[src/rtl/vr_bcd_updown_cntr_if.sv]
// vr_bcd_updown_cntr_if: control/data bundle for the BCD up/down counter (carries sat when VR_BCD_SAT_EN is defined)
interface vr_bcd_updown_cntr_if #(parameter int DIGITS = 4);
  logic clr;
  logic ld;
  logic enp;
  logic ent;
  logic up;
  logic [4*DIGITS-1:0] d;
  logic [4*DIGITS-1:0] q;
  logic rco;
  logic [DIGITS-1:0] dco;
`ifdef VR_BCD_SAT_EN
  logic sat;
  modport master(output clr, ld, enp, ent, up, d, input q, rco, dco, sat);
  modport slave(input clr, ld, enp, ent, up, d, output q, rco, dco, sat);
`else
  modport master(output clr, ld, enp, ent, up, d, input q, rco, dco);
  modport slave(input clr, ld, enp, ent, up, d, output q, rco, dco);
`endif
endinterface

[src/rtl/vr_bcd_updown_cntr.sv]
// vr_bcd_updown_cntr: multi-decade BCD up/down counter with load, two-level enable and ripple carry (VR_BCD_SAT_EN selects saturation)
module vr_bcd_updown_cntr #(
  parameter int DIGITS = 4,
  parameter logic [4*DIGITS-1:0] RESET_VAL = '0
) (
  input logic clk,
  input logic clr_n,
  vr_bcd_updown_cntr_if.slave bus
);
  logic [4*DIGITS-1:0] q;
  logic [4*DIGITS-1:0] nxt;
  logic [4*DIGITS-1:0] ld_v;
  logic [DIGITS-1:0] dco;
  logic [3:0] nib;
  logic [3:0] dn;
  logic [3:0] stp;
  logic carry;
  // per-digit step, ripple terminal chain and sanitised load value
  always_comb begin
    nxt = q;
    ld_v = '0;
    dco = '0;
    nib = '0;
    dn = '0;
    stp = '0;
    carry = 1'b1;
    for (int i = 0; i < DIGITS; i++) begin
      nib = q[4*i+:4];
      dn = bus.d[4*i+:4];
      stp = bus.up ? (nib == 4'd9 ? 4'd0 : nib + 4'd1) : (nib == 4'd0 ? 4'd9 : nib - 4'd1);
      nxt[4*i+:4] = carry ? stp : nib;
      ld_v[4*i+:4] = dn > 4'd9 ? 4'd0 : dn;
      carry = carry & (bus.up ? nib == 4'd9 : nib == 4'd0);
      dco[i] = carry;
    end
  end
  assign bus.q = q;
  assign bus.dco = dco;
  assign bus.rco = bus.ent & dco[DIGITS-1];
`ifdef VR_BCD_SAT_EN
  logic sat;
  assign bus.sat = sat;
  // clear > load > count (held at terminal, flagging sat) > hold
  always_ff @(posedge clk or negedge clr_n) begin
    if (!clr_n) begin
      q <= RESET_VAL;
      sat <= 1'b0;
    end else if (bus.clr) begin
      q <= RESET_VAL;
      sat <= 1'b0;
    end else if (bus.ld) begin
      q <= ld_v;
      sat <= 1'b0;
    end else if (bus.enp && bus.ent) begin
      if (dco[DIGITS-1]) sat <= 1'b1;
      else q <= nxt;
    end
  end
`else
  // clear > load > count (wrapping at terminal) > hold
  always_ff @(posedge clk or negedge clr_n) begin
    if (!clr_n) q <= RESET_VAL;
    else if (bus.clr) q <= RESET_VAL;
    else if (bus.ld) q <= ld_v;
    else if (bus.enp && bus.ent) q <= nxt;
  end
`endif
endmodule

[src/flat_wrapper.sv]
// flat-port wrapper written by rule: the top's interface ports become plain ports
module vr_bcd_updown_cntr_flat 
#(
  parameter int DIGITS = 4,
  parameter logic [4*DIGITS-1:0] RESET_VAL = '0
)
  (clk, clr_n, bus_clr, bus_ld, bus_enp, bus_ent, bus_up, bus_d, bus_q, bus_rco, bus_dco);
  vr_bcd_updown_cntr_if #(.DIGITS(DIGITS)) bus_i ();
  input logic clk;
  input logic clr_n;
  input wire logic [$bits(bus_i.clr)-1:0] bus_clr;
  input wire logic [$bits(bus_i.ld)-1:0] bus_ld;
  input wire logic [$bits(bus_i.enp)-1:0] bus_enp;
  input wire logic [$bits(bus_i.ent)-1:0] bus_ent;
  input wire logic [$bits(bus_i.up)-1:0] bus_up;
  input wire logic [$bits(bus_i.d)-1:0] bus_d;
  output wire logic [$bits(bus_i.q)-1:0] bus_q;
  output wire logic [$bits(bus_i.rco)-1:0] bus_rco;
  output wire logic [$bits(bus_i.dco)-1:0] bus_dco;
  assign bus_i.clr = bus_clr;
  assign bus_i.ld = bus_ld;
  assign bus_i.enp = bus_enp;
  assign bus_i.ent = bus_ent;
  assign bus_i.up = bus_up;
  assign bus_i.d = bus_d;
  assign bus_q = bus_i.q;
  assign bus_rco = bus_i.rco;
  assign bus_dco = bus_i.dco;
  vr_bcd_updown_cntr #(.DIGITS(DIGITS), .RESET_VAL(RESET_VAL)) u_core (.clk(clk), .clr_n(clr_n), .bus(bus_i));
endmodule
[config.mk]
export PLATFORM = sky130hd
export DESIGN_NAME = vr_bcd_updown_cntr_flat
export DESIGN_NICKNAME = d
export VERILOG_FILES = /design/src/rtl/vr_bcd_updown_cntr_if.sv /design/src/rtl/vr_bcd_updown_cntr.sv /design/src/flat_wrapper.sv
export SDC_FILE = /design/constraint.sdc
export NUM_CORES = 1
export LEC_CHECK = 0
export BUFFER_PORTS_ARGS = -buffer_cell sky130_fd_sc_hd__buf_2
export CAP_MARGIN = 10
export CORE_MARGIN = 10
export CORE_UTILIZATION = 57
export DETAILED_ROUTE_END_ITERATION = 8
export PLACE_DENSITY = 0.91
export SETUP_SLACK_MARGIN = 0.1
export SKIP_LAST_GASP = 1
export SYNTH_ARGS = -nofsm -noshare
export SYNTH_HDL_FRONTEND = slang
export SYNTH_SLANG_ARGS = --single-unit
export TNS_END_PERCENT = 10
[constraint.sdc]
create_clock -name clk -period 6.3 [get_ports clk]
set_input_delay 0.945 -clock clk [delete_from_list [all_inputs] [get_ports clk]]
set_output_delay 0.945 -clock clk [all_outputs]
set_load 0.02 [all_outputs]
### Word level (Yosys, flattened, before mapping)

Cells that the tools add are included.

* bits in registers: 16
* output and inout port bits: 21
* logic and storage cells: 62

* add/sub/neg operators: 8
* order comparisons: 4
* equal/unequal tests: 4
* multiplexer cells: 26
* bitwise operators: 4
* reduce and logical (&&, ||, !) cells: 12

Operator list (number)
* $mux W4: 19
* $mux W16: 3
* $add A4 B1 Y4 const B: 4
* $eq A4 B4 Y1 const B: 4
* $gt A4 B4 Y1 const B: 4
* $logic_not A4 Y1: 4
* $sub A4 B1 Y4 const B: 4
* $reduce_bool A3 Y1: 4
* $reduce_and A2 Y1: 3
* $and A1 B1 Y1: 4
* $mux W1: 4
* $logic_and A1 B1 Y1: 1

### Longest topological paths before layout

Gate-level depths: netlist of the first run.

* word-level depth: 8
* depth in mapped cells: 8
* gate-level depth less buffers: 7

### Least setup slack after synthesis of the first run

No wires, ideal clock.

* path type: input to output
* start: in bus_up
* end: out bus_rco
* arrival time: 2374 ps
* required time: 5355 ps
* slack: 2981 ps
* stages on the path: 4
* cell sequence: or4b_4 > nand2_1 > and3_1 > and3_1

* cells in the longest elaborated chain, start to end: 5

Ends and longest elaborated chain
* from (decl): line flat_wrapper.sv:15 `input wire logic [$bits(bus_i.up)-1:0] bus_up;`
* $mux W1: line vr_bcd_updown_cntr.sv:33 `carry = carry & (bus.up ? nib == 4'd9 : nib == 4'd0);`
* via bus_dco[0]: line flat_wrapper.sv:19 `output wire logic [$bits(bus_i.dco)-1:0] bus_dco;`
* $and A1 B1 Y1 (2 in series): line vr_bcd_updown_cntr.sv:33
* via bus_dco[2]: line flat_wrapper.sv:19
* $and A1 B1 Y1: line vr_bcd_updown_cntr.sv:33
* $and A1 B1 Y1: line vr_bcd_updown_cntr.sv:39 `assign bus.rco = bus.ent & dco[DIGITS-1];`
* to (decl): line flat_wrapper.sv:18 `output wire logic [$bits(bus_i.rco)-1:0] bus_rco;`

The timed path passes the listed nets, and every way through them passes these cells.

### Worst setup path in the final report of the first run

* start: in bus_up
* end: out bus_rco

* cells in the longest elaborated chain, start to end: 5

Ends and longest elaborated chain (line)
* $mux W1: vr_bcd_updown_cntr.sv:33
* $and A1 B1 Y1 (2 in series): vr_bcd_updown_cntr.sv:33
* $and A1 B1 Y1 (*): vr_bcd_updown_cntr.sv:33
* $and A1 B1 Y1 (*): vr_bcd_updown_cntr.sv:39

Every way passes the cells marked *; elsewhere a longest branch is shown, timed or not.

==> results of run 1 <==
==> how the worst max path moves through the flow <==
stage                          to  slack (ps)  cells after the start
final                     bus_rco        2840                      6
after global placement    bus_rco        2890                      6
after detailed placement  bus_rco        2860                      6
after CTS                 bus_rco        2850                      6
after global routing      bus_rco        2750                      6
after floorplan           bus_rco        2980                      4
==> synthesized netlist by cell type, types with 2 or more instances <==
cell type	count	area [um2]
a21oi_1	16	80.1
or4b_4	2	27.5
nand4b_1	2	17.5
nor2b_1	2	12.5
nor3_1	5	25.0
a311oi_1	5	43.8
o21ai_0	11	55.1
nand3_1	14	70.1
a221oi_1	4	35.0
o21bai_1	5	37.5
and2_1	2	12.5
nand2_1	14	52.6
a211oi_1	5	37.5
nor4b_1	3	26.3
o2bb2ai_1	3	26.3
and3_1	3	18.8
inv_1	15	56.3
mux2i_1	2	20.0
nand2b_1	7	43.8
nor4_1	2	12.5
a31oi_1	6	37.5
ha_1	14	175
buf_4	2	15.0
nor2_1	15	56.3
o31ai_1	3	22.5
dfrtp_1	16	400
o22ai_1	2	12.5
o211ai_1	5	37.5
clkbuf_1	9	33.8
==> worst register-to-register path: stages, from the launching register on <==
cell,delay [ps]
dfrtp_1,470
inv_1,130
ha_1,210
or4b_4,510
a21oi_2,430
a311oi_1,280
a221oi_1,270
a21oi_1,70
==> placed cells by master (no fill, tap or decap), types with 4 or more instances in the layout <==
| cell type | instances |
|---|---|
| o21ai_0 | 11 |
| nor3_1 | 5 |
| a221oi_1 | 4 |
| a211oi_1 | 5 |
| nand2_1 | 14 |
| a31oi_1 | 6 |
| a311oi_1 | 5 |
| nor2_1 | 15 |
| ha_1 | 14 |
| nand2b_1 | 7 |
| o211ai_1 | 5 |
| o21bai_1 | 5 |
| dfrtp_1 | 16 |
| inv_1 | 15 |
| nand3_1 | 14 |
| a21oi_1 | 16 |
| buf_2 | 43 |
==> metal layers <==
| metal | track usage, % | wire length [um] | up-vias |
|---|---|---|---|
| met2 | 26.7 | 2020 | 55 |
| met4 | 2.64 | 17 | 0 |
| met3 | 5.72 | 401 | 4 |
| met5 | 0 | 0 | - |
| li1 | - | - | 867 |
| met1 | 18.6 | 1810 | 804 |
==> power by group <==
part	leakage (nW)	internal, mW	switching [mW]
sequential	0.213	0.110	0.0157
combinational	0.631	0.0451	0.0652
clock	0.0138	0.0222	0.0309
total	0.857	0.177	0.112
==> cell families (layout without fill, tap and decap cells) <==
group | count (synthesis) | count (layout) | share of synthesized area (%)
flops | 16 | 16 | 23.8
xor+xnor | 2 | 2 | 1.04
compound gates | 75 | 75 | 31.2
fa+ha+maj | 14 | 14 | 10.4
simple gates | 75 | 75 | 24.4
mux | 3 | 3 | 1.86
buf+inv | 28 | 61 | 7.23
==> metrics by stage <==
| stage | power [mW] | hold slack [ps] | cells |
|---|---|---|---|
| 2_1_floorplan | 0.204 | 649 | 213 |
| 3_3_place_gp | 0.235 | 616 | 274 |
| 3_5_place_dp | 0.237 | 623 | 274 |
| 4_1_cts | 0.290 | 568 | 277 |
| 5_1_grt | 0.311 | 567 | 277 |
| 6_report | 0.289 | 562 | 277 |
==> layout make-up <==
class                   count  area, um2  share of cell area [%]
clock buffers               3       22.5                    1.19
inverters                  15       56.3                    2.98
multi-input cells         169       1160                    61.2
flip-flops and latches     16        400                    21.2
well taps                  31       38.8                    2.05
repair buffers             43        215                    11.4
==> reports/metrics.csv, run 1 <==
stage,metric,value,unit
sta,post-route setup slack,2840,ps
layout,fraction of layout cells with a size suffix above 1,21.5,%
layout,Fillers,247,
critical_path,Critical Path Fanout Max,29,
global_routing,number of antenna violations at the first check in global routing,0,
placed_design,routability congestion estimate from global placement,0.882,
critical_path,"critical path, cell by cell",buf_2 > or4b_4 > nand2_1 > and3_1 > and3_1 > buf_2,
clock_tree,H-tree Lvls,1,
clock_tree,worst-skew pair later-pin latency,280,ps
routing,count of TritonRoute iterations in the first routing pass,4,
sta,unrepaired setup endpoints after global routing,no,
critical_path,worst endpoint required time,5350,ps
global_routing,first-pass GRT wire length,7180,um
routing,drc violations,0,
status,outcome,"complete, no violations",
floorplan,initial standard-cell utilization of the core,60.4,%
floorplan,count of pins on the block boundary,44,
sta,period utilization,54.9,%
layout,final design instance area without fill,1890,um2
clock_tree,number of instances resized during post-cts repair,0,
clock_tree,clk slew on worst S/H paths,90,ps
critical_path,timing startpoint of the critical path,bus_up,
floorplan,area of the die,5520,um2
placed_design,area post-placement,1870,um2
critical_path,source of the worst register-to-register timing path,u_core.bus.q[0],
critical_path,Worst EP arrival,2510,ps
placed_design,post-detail-place hpwl,3270,um
floorplan,height of the die,74.3,um
floorplan,row count,19,
routing,wire length reported by the detailed router,4250,um
critical_path,buffer and inverter count on the worst path,2,
routing,DRC marker count from the first detailed-route iteration,149,
clock_tree,CTS tree,built,
logic_synthesis,synthesized flop and latch total,16,
floorplan,horizontal die dimension,74.3,um
sta,Worst Max-Slew Pin Slew,665,ps
routing,number of antenna-violating nets in the routed design,0,
routing,final routed wire length divided by cell count,15.3,um
run,max-cap violation count,0,
logic_synthesis,warnings from Yosys,0,
clock_tree,clk buf depth,2,
clock_tree,number of setup buffers added after CTS,0,
critical_path,Critical Path Slowest Stage Cell,or4b_4,
power,maximum vdd drop,134,uV
sta,final sum of negative setup slack,0,ps
placed_design,worst slack at placement,2860,ps
placed_design,count of port buffers added during placement,43,
sta,worst setup skew after layout,0.967,ps
critical_path,class of the most critical setup path,in -> out,
routing,total vias in the final route,1730,
layout,diodes inserted,0,
critical_path,family of cells with the greatest summed delay on the critical path,simple AND/OR/NAND/NOR gates,
layout,Top Registers,u_core.bus.q (16),
sta,number of hold-slack violations in the final timing report,0,
global_routing,Tot GR Track Use,15.6,%
sta,total setup violations reported at the end of the flow,0,
critical_path,endpoint of the lowest-slack register-to-register path,u_core.bus.q[14],
sta,FMAX,289,MHz
logic_synthesis,Syn Std Cell Area,1680,um2
layout,number of flip-flops in the largest register,16,
global_routing,remaining global-route overflow,0,
critical_path,slack of the worst reg-to-reg path,3820,ps
critical_path,endpoint type of the worst setup path,primary output,
clock_tree,number of clock sinks,16,
logic_synthesis,post-synth net total,250,
clock_tree,Post-CTS Hold Buffers,0,
layout,Largest Register,u_core.bus.q,
hold_path,Hold Crit Class,in -> async,
power,leakage power,0.857,nW
floorplan,area of the core,2780,um2
layout,"Net count, final",285,
routing,via/cell ratio,6.25,
clock_tree,number of buffers created by CTS,3,
sta,tightest slew margin relative to the limit,55.3,%
logic_synthesis,Synth Flop Type,dfrtp_1,
logic_synthesis,count of cell types in the netlist,48,
logic_synthesis,number of synthesized flops with an enable pin,0,
layout,Synth-to-Final Area Change,12.6,%
layout,fin util,68.0,%
critical_path,crit-path max cell delay,630,ps
sta,"Min Clock Period, post-route",3460,ps
logic_synthesis,synthesized area per cell,7.88,um2
logic_synthesis,post-synthesis cell count,213,
logic_synthesis,share of flip-flops with an asynchronous set or reset,100,%
logic_synthesis,proportion of synthesized chip area in sequential cells,23.8,%
critical_path,Reg2Reg Depth,7,
global_routing,pin count of the biggest net entering global routing,30,
power,total power per unit cell area,153,nW/um2
global_routing,number of global-route vias before repair,1635,
clock_tree,Clock Root Buffer,clkbuf_4,
critical_path,category of the worst setup path launch point,input pin,
sta,final number of max-transition violations,0,
No activity file was read; power rests on OpenSTA's default activity.
==> run 2: changes to the inputs <==
ABC_AREA = 1   (was unset)
CORE_UTILIZATION = 48   (was 57)
PLACE_DENSITY = 0.82   (was 0.91)
clock period = 3.1 ns   (was 6.3 ns; I/O delays follow)
==> run 2 against run 1 <==
  * Flip-flop and latch count did not move
  * Synthesized area is 3.4% higher
  * Core utilization decreased by 9.7 points
  * Die area is 16% higher
  * Sequential share of layout area decreased by 1.1 points
  * Largest cell class unchanged
  * Clock skew rose by 7.4 ps
  * Highest routed layer unchanged
  * Clock power increased by 110%
  * Worst setup slack got worse by 2100 ps
  * Via count grew 8.3%
  * Register-to-register slack worse by 2400 ps
  * Wire length rose by 8.2%
  * Total power grew to 2.5 times the previous value
==> reports/metrics.csv, run 2 <==
stage,metric,value,unit
status,outcome,"complete, no violations",
layout,fraction of layout cells with a size suffix above 1,19.4,%
power,total power per unit cell area,367,nW/um2
layout,most frequent standard cell in the layout excluding fill and tap cells,nand2_1,
global_routing,number of global-route vias before repair,1795,
critical_path,category of the worst setup path launch point,flop,
floorplan,height of the die,80.2,um
power,logic gate share of total power,47.3,%
logic_synthesis,number of synthesized flops with an enable pin,0,
logic_synthesis,count of cell types in the netlist,31,
clock_tree,number of setup buffers added after CTS,0,
layout,diodes inserted,0,
critical_path,worst endpoint required time,2630,ps
logic_synthesis,cell type contributing the most total cell area after synthesis,dfrtp_1,
placed_design,routability congestion estimate from global placement,0.932,
sta,number of hold-slack violations in the final timing report,0,
routing,DRC marker count from the first detailed-route iteration,181,
sta,tightest slew margin relative to the limit,71.3,%
logic_synthesis,most used standard cell by instance count after synthesis,nand2_1,
clock_tree,H-tree Lvls,1,
routing,total vias in the final route,1874,
global_routing,pin count of the biggest net entering global routing,19,
logic_synthesis,area share of the largest cell type after synthesis,23.1,%
sta,final number of max-transition violations,0,
floorplan,initial standard-cell utilization of the core,50.8,%
layout,"top library cells by usage in the layout, fill and taps aside","70 x nand2_1, 43 x buf_2, 33 x nand3_1, 32 x inv_1, 21 x nor2_1",
clock_tree,CTS tree,built,
routing,met1 routed wirelength after detailed routing,2080,um
routing,DR WL met2,2150,um
power,leakage power,1.12,nW
routing,routed length on met3,339,um
logic_synthesis,post-synth net total,308,
critical_path,class of the most critical setup path,reg -> out,
power,part of the power in registers,37.2,%
critical_path,endpoint of the lowest-slack register-to-register path,u_core.bus.q[4],
critical_path,endpoint type of the worst setup path,primary output,
placed_design,count of port buffers added during placement,43,
hold_path,Hold Crit Class,in -> async,
logic_synthesis,Synth Flop Type,dfrtp_1,
sta,Worst Max-Slew Pin Slew,430,ps
layout,Top Registers,u_core.bus.q (16),
routing,count of TritonRoute iterations in the first routing pass,4,
global_routing,first-pass GRT wire length,7930,um
critical_path,"critical path, cell by cell",inv_1 > ha_1 > nand2_1 > o21ai_1 > nand2_1 > nor3_1 > buf_2,
sta,final-layout worst hold slack,77.5,ps
clock_tree,clk slew on worst S/H paths,100,ps
floorplan,area of the die,6420,um2
logic_synthesis,synthesized area per cell,6.41,um2
layout,number of flip-flops in the largest register,16,
routing,wire length reported by the detailed router,4600,um
clock_tree,number of clock sinks,16,
sta,worst setup skew after layout,8.36,ps
sta,final sum of negative setup slack,0,ps
critical_path,slack of the worst reg-to-reg path,1400,ps
floorplan,count of pins on the block boundary,44,
clock_tree,number of buffers created by CTS,3,
clock_tree,number of instances resized during post-cts repair,0,
layout,Largest Register,u_core.bus.q,
routing,highest metal used,met4,
routing,final routed wire length divided by cell count,13.0,um
sta,FMAX,424,MHz
logic_synthesis,share of flip-flops with an asynchronous set or reset,100,%
layout,Synth-to-Final Area Change,14.6,%
floorplan,row count,21,
routing,drc violations,0,
logic_synthesis,proportion of synthesized chip area in sequential cells,23.1,%
clock_tree,Post-CTS Hold Buffers,0,
sta,unrepaired setup endpoints after global routing,no,
logic_synthesis,post-synthesis cell count,271,
floorplan,area of the core,3420,um2
power,sw power,0.330,mW
layout,"Net count, final",348,
critical_path,Critical Path Slowest Stage Cell,dfrtp_1,
critical_path,Reg2Reg Depth,8,
clock_tree,Clock Root Buffer,clkbuf_4,
global_routing,number of antenna violations at the first check in global routing,0,
routing,via/cell ratio,5.28,
logic_synthesis,Syn Std Cell Area,1740,um2
power,maximum vdd drop,279,uV
logic_synthesis,warnings from Yosys,0,
global_routing,Tot GR Track Use,14.6,%
routing,number of antenna-violating nets in the routed design,0,
power,internal power,0.401,mW
power,Clk network pwr share,15.5,%
run,max-cap violation count,0,
clock_tree,clk buf depth,2,
sta,post-route setup slack,739,ps
placed_design,worst slack at placement,1010,ps
logic_synthesis,ranking of synthesized cells by area,"dfrtp_1 23%, nand2_1 15%, ha_1 10%, nand3_1 9.5%, inv_1 6.9%",
critical_path,Critical Path Fanout Max,7,
sta,total setup violations reported at the end of the flow,0,
clock_tree,worst-skew pair later-pin latency,290,ps
sta,period utilization,76.2,%
critical_path,crit-path max cell delay,460,ps
logic_synthesis,synthesized flop and latch total,16,
critical_path,Worst EP arrival,1900,ps
power,overall power of the completed layout,0.731,mW
logic_synthesis,top post-synthesis cells by count,"70 x nand2_1, 33 x nand3_1, 32 x inv_1, 21 x nor2_1, 20 x o21ai_0",
critical_path,source of the worst register-to-register timing path,u_core.bus.q[1],
placed_design,post-detail-place hpwl,3720,um
floorplan,horizontal die dimension,80.2,um
critical_path,Worst path most repeated cell,nand2_1,
global_routing,remaining global-route overflow,0,
power,Sw Ratio,45.1,%
sta,"Min Clock Period, post-route",2360,ps
[run 2: cells by family (layout without fill, tap and decap cells)]
kind of cell	count (synthesis)	in the layout	synth area share, %
AND/OR/NAND/NOR	144	144	38.7
AO/OA/AOI/OAI	47	47	14.5
buffers and inverters	43	81	10.2
flip-flops	16	16	23.1
adder cells (fa/ha/maj)	14	14	10.1
XOR/XNOR	7	7	3.53
[run 2: layer usage]
| layer | vias up | track usage (%) |
|---|---|---|
| li1 | 968 | - |
| met1 | 842 | 18.0 |
| met3 | 4 | 4.45 |
| met5 | - | 0 |
| met4 | 0 | 2.99 |
| met2 | 60 | 24.4 |
[run 2: cell type report]
| type | instances | area [um2] |
|---|---|---|
| Clock buffer | 3 | 22.5 |
| Fill cell | 359 | 1430 |
| Inverter | 35 | 134 |
| Multi-Input combinational cell | 212 | 1160 |
| Sequential cell | 16 | 400 |
| Tap cell | 46 | 57.6 |
| Timing Repair Buffer | 43 | 215 |
[run 2: per-stage QoR]
step,utilization [%],cell area [um2],instances
after floorplan,-,1740,271
after global placement,57.6,1970,352
after detailed placement,57.6,1970,352
after CTS,58.2,1990,355
after global routing,58.2,1990,355
final,58.2,1990,355
[run 2: worst max path at each step]
stage                      end       startpoint  slack (ps)
CTS                    bus_rco  u_core.bus.q[1]         740
floorplan              bus_rco  u_core.bus.q[1]         990
detailed placement     bus_rco           bus_up        1010
global placement       bus_rco           bus_up        1030
finish              bus_dco[3]  u_core.bus.q[8]         740
global route        bus_dco[3]  u_core.bus.q[8]         520
[run 2: critical path: cells and delay by family, from the launching register on]
| family | cells | cell delay (ps) |
|---|---|---|
| buf+inv | 2 | 330 |
| flops | 1 | 460 |
| compound gates | 1 | 150 |
| fa+ha+maj | 1 | 200 |
| simple gates | 3 | 470 |
[run 2: power groups by stage]
| stage | combinational [mW] | clock [mW] | sequential [mW] |
|---|---|---|---|
| 2_1_floorplan | 0.227 | 0 | 0.295 |
| 4_1_cts | 0.346 | 0.116 | 0.272 |
| 6_report | 0.346 | 0.113 | 0.272 |
| 3_3_place_gp | 0.341 | 0 | 0.275 |
| 5_1_grt | 0.392 | 0.131 | 0.278 |
| 3_5_place_dp | 0.344 | 0 | 0.276 |
==> run 3: changes to the inputs <==
CORE_UTILIZATION = 54   (was 48)
PLACE_DENSITY = 0.87   (was 0.82)
clock period = 2.48 ns   (was 3.1 ns; I/O delays follow)
==> run 3 against run 2 <==
  * Hold slack better by 320 ps
  * Wire length up 5.7%
  * Combinational power increased by 27%
  * First-iteration DRC count is 1.1% lower
  * Sequential share of layout area down 0.15 points
  * Die area shrank 8.4%
  * Clock power up 30%
  * Critical endpoint is now bus_rco
  * Largest cell class unchanged
  * Highest routed layer unchanged
==> reports/metrics.csv, run 3 (synthesized netlist as in run 2, its figures left out) <==
stage,metric,value,unit
clock_tree,number of clock sinks,16,
clock_tree,CTS tree,built,
critical_path,crit-path max cell delay,420,ps
power,logic gate share of total power,47.3,%
routing,met1 routed wirelength after detailed routing,2060,um
placed_design,count of port buffers added during placement,43,
critical_path,endpoint type of the worst setup path,primary output,
critical_path,Reg2Reg Depth,8,
global_routing,Tot GR Track Use,16.3,%
sta,total setup violations reported at the end of the flow,0,
power,part of the power in registers,36.8,%
routing,DRC marker count from the first detailed-route iteration,179,
routing,number of antenna-violating nets in the routed design,0,
clock_tree,H-tree Lvls,1,
power,Sw Ratio,45.5,%
critical_path,Critical Path Fanout Max,6,
critical_path,class of the most critical setup path,reg -> out,
critical_path,Worst EP arrival,1860,ps
critical_path,Critical Path Slowest Stage Cell,dfrtp_1,
global_routing,number of global-route vias before repair,1828,
routing,DR WL met2,2380,um
layout,multi-input logic area,1160,um2
critical_path,slack of the worst reg-to-reg path,790,ps
placed_design,post-detail-place hpwl,3820,um
power,maximum vdd drop,317,uV
layout,Top Registers,u_core.bus.q (16),
power,Clk network pwr share,15.8,%
routing,wire length reported by the detailed router,4860,um
routing,routed length on met3,367,um
critical_path,source of the worst register-to-register timing path,u_core.bus.q[1],
run,max-cap violation count,0,
global_routing,remaining global-route overflow,0,
clock_tree,number of buffers created by CTS,3,
critical_path,worst endpoint required time,2110,ps
status,outcome,"complete, no violations",
floorplan,initial standard-cell utilization of the core,56.4,%
global_routing,number of antenna violations at the first check in global routing,0,
layout,Fillers,290,
sta,final sum of negative setup slack,0,ps
layout,most frequent standard cell in the layout excluding fill and tap cells,nand2_1,
critical_path,Worst path most repeated cell,nand2_4,
sta,number of hold-slack violations in the final timing report,0,
layout,fin util,65.3,%
layout,diodes inserted,0,
placed_design,routability congestion estimate from global placement,0.876,
power,leakage power,1.13,nW
hold_path,min-delay src,bus_d[14],
layout,number of flip-flops in the largest register,16,
clock_tree,clk buf depth,2,
power,sw power,0.423,mW
sta,FMAX,447,MHz
power,total power per unit cell area,462,nW/um2
sta,worst setup skew after layout,6.23,ps
sta,period utilization,90.2,%
hold_path,number of cells on the worst hold path,4,
routing,highest metal used,met4,
clock_tree,Clock Root Buffer,clkbuf_4,
hold_path,Hold Crit Class,in -> reg,
layout,fraction of layout cells with a size suffix above 1,21.5,%
clock_tree,worst-skew pair later-pin latency,300,ps
critical_path,category of the worst setup path launch point,flop,
layout,Reg area,402,um2
routing,final routed wire length divided by cell count,13.7,um
critical_path,endpoint of the lowest-slack register-to-register path,u_core.bus.q[4],
critical_path,"critical path, cell by cell",inv_2 > ha_1 > nand4_2 > nand2_4 > nand2_4 > nor2_4 > and3_1 > buf_2,
routing,total vias in the final route,1931,
routing,via/cell ratio,5.44,
clock_tree,clk slew on worst S/H paths,100,ps
global_routing,pin count of the biggest net entering global routing,19,
floorplan,horizontal die dimension,76.7,um
layout,"Net count, final",350,
floorplan,area of the core,3080,um2
hold_path,"Endpoint, Worst Hold",u_core.bus.q[15],
floorplan,count of pins on the block boundary,44,
layout,Largest Register,u_core.bus.q,
floorplan,height of the die,76.7,um
sta,final number of max-transition violations,0,
routing,drc violations,0,
sta,"Min Clock Period, post-route",2240,ps
power,internal power,0.507,mW
floorplan,row count,20,
sta,Worst Max-Slew Pin Slew,477,ps
sta,tightest slew margin relative to the limit,68.1,%
layout,"top library cells by usage in the layout, fill and taps aside","70 x nand2_1, 42 x buf_2, 33 x nand3_1, 28 x inv_1, 21 x nor2_1",
sta,unrepaired setup endpoints after global routing,yes,
routing,count of TritonRoute iterations in the first routing pass,5,
global_routing,first-pass GRT wire length,8330,um
layout,Synth-to-Final Area Change,15.8,%
floorplan,area of the die,5880,um2
[run 3: timing repair]
item / CTS / global route
endpoints found under the setup margin: 0 / 2
hold buffers: 1 / 0
gates resized for setup: 0 / 7
endpoints found under the hold margin: 8 / 0
buffers inserted: 0 / 1
[run 3: cell type report]
type	count	share of cell area, %
repair buffers	45	11.7
flip-flops and latches	16	20.0
inverters	35	6.66
multi-input cells	212	57.8
well taps	44	2.74
clock buffers	3	1.12
[run 3: through the flow]
stage               hold WS [ps]  power, mW  worst slack (ps)  std cells  cell area (um2)
floorplan                   76.4      0.653               460        271             1740
global placement             326      0.772               580        350             1960
detailed placement           324      0.777               518        350             1960
CTS                          390      0.923               170        354             2000
global route                 412       1.01              88.2        355             2010
finish                       397      0.929               243        355             2010
[run 3: worst max path at each step]
stage / startpoint / endpoint / depth (start not counted)
6_report: u_core.bus.q[1] / bus_rco / 8
5_1_grt: u_core.bus.q[8] / bus_rco / 8
4_1_cts: u_core.bus.q[8] / bus_rco / 8
3_5_place_dp: u_core.bus.q[8] / bus_rco / 8
3_3_place_gp: u_core.bus.q[8] / bus_rco / 8
2_1_floorplan: u_core.bus.q[1] / bus_rco / 7
[run 3: worst max-delay path: cells and delay by family, from the launching register on]
kind	cells	cell delay (ps)
fa+ha+maj	1	180
simple gates	5	700
flops	1	420
buf+inv	2	270
[run 3: power groups by stage]
stage | registers [mW] | clock network [mW] | logic [mW]
2_1_floorplan | 0.369 | 0 | 0.283
3_3_place_gp | 0.345 | 0 | 0.427
3_5_place_dp | 0.347 | 0 | 0.430
4_1_cts | 0.341 | 0.148 | 0.433
5_1_grt | 0.350 | 0.157 | 0.498
6_report | 0.342 | 0.147 | 0.440
[run 3: metal layers]
| metal | up-vias | global-route usage, % |
|---|---|---|
| li1 | 973 | - |
| met1 | 863 | 19.4 |
| met2 | 89 | 28.5 |
| met3 | 6 | 4.43 |
| met4 | 0 | 3.16 |
| met5 | - | 0 |
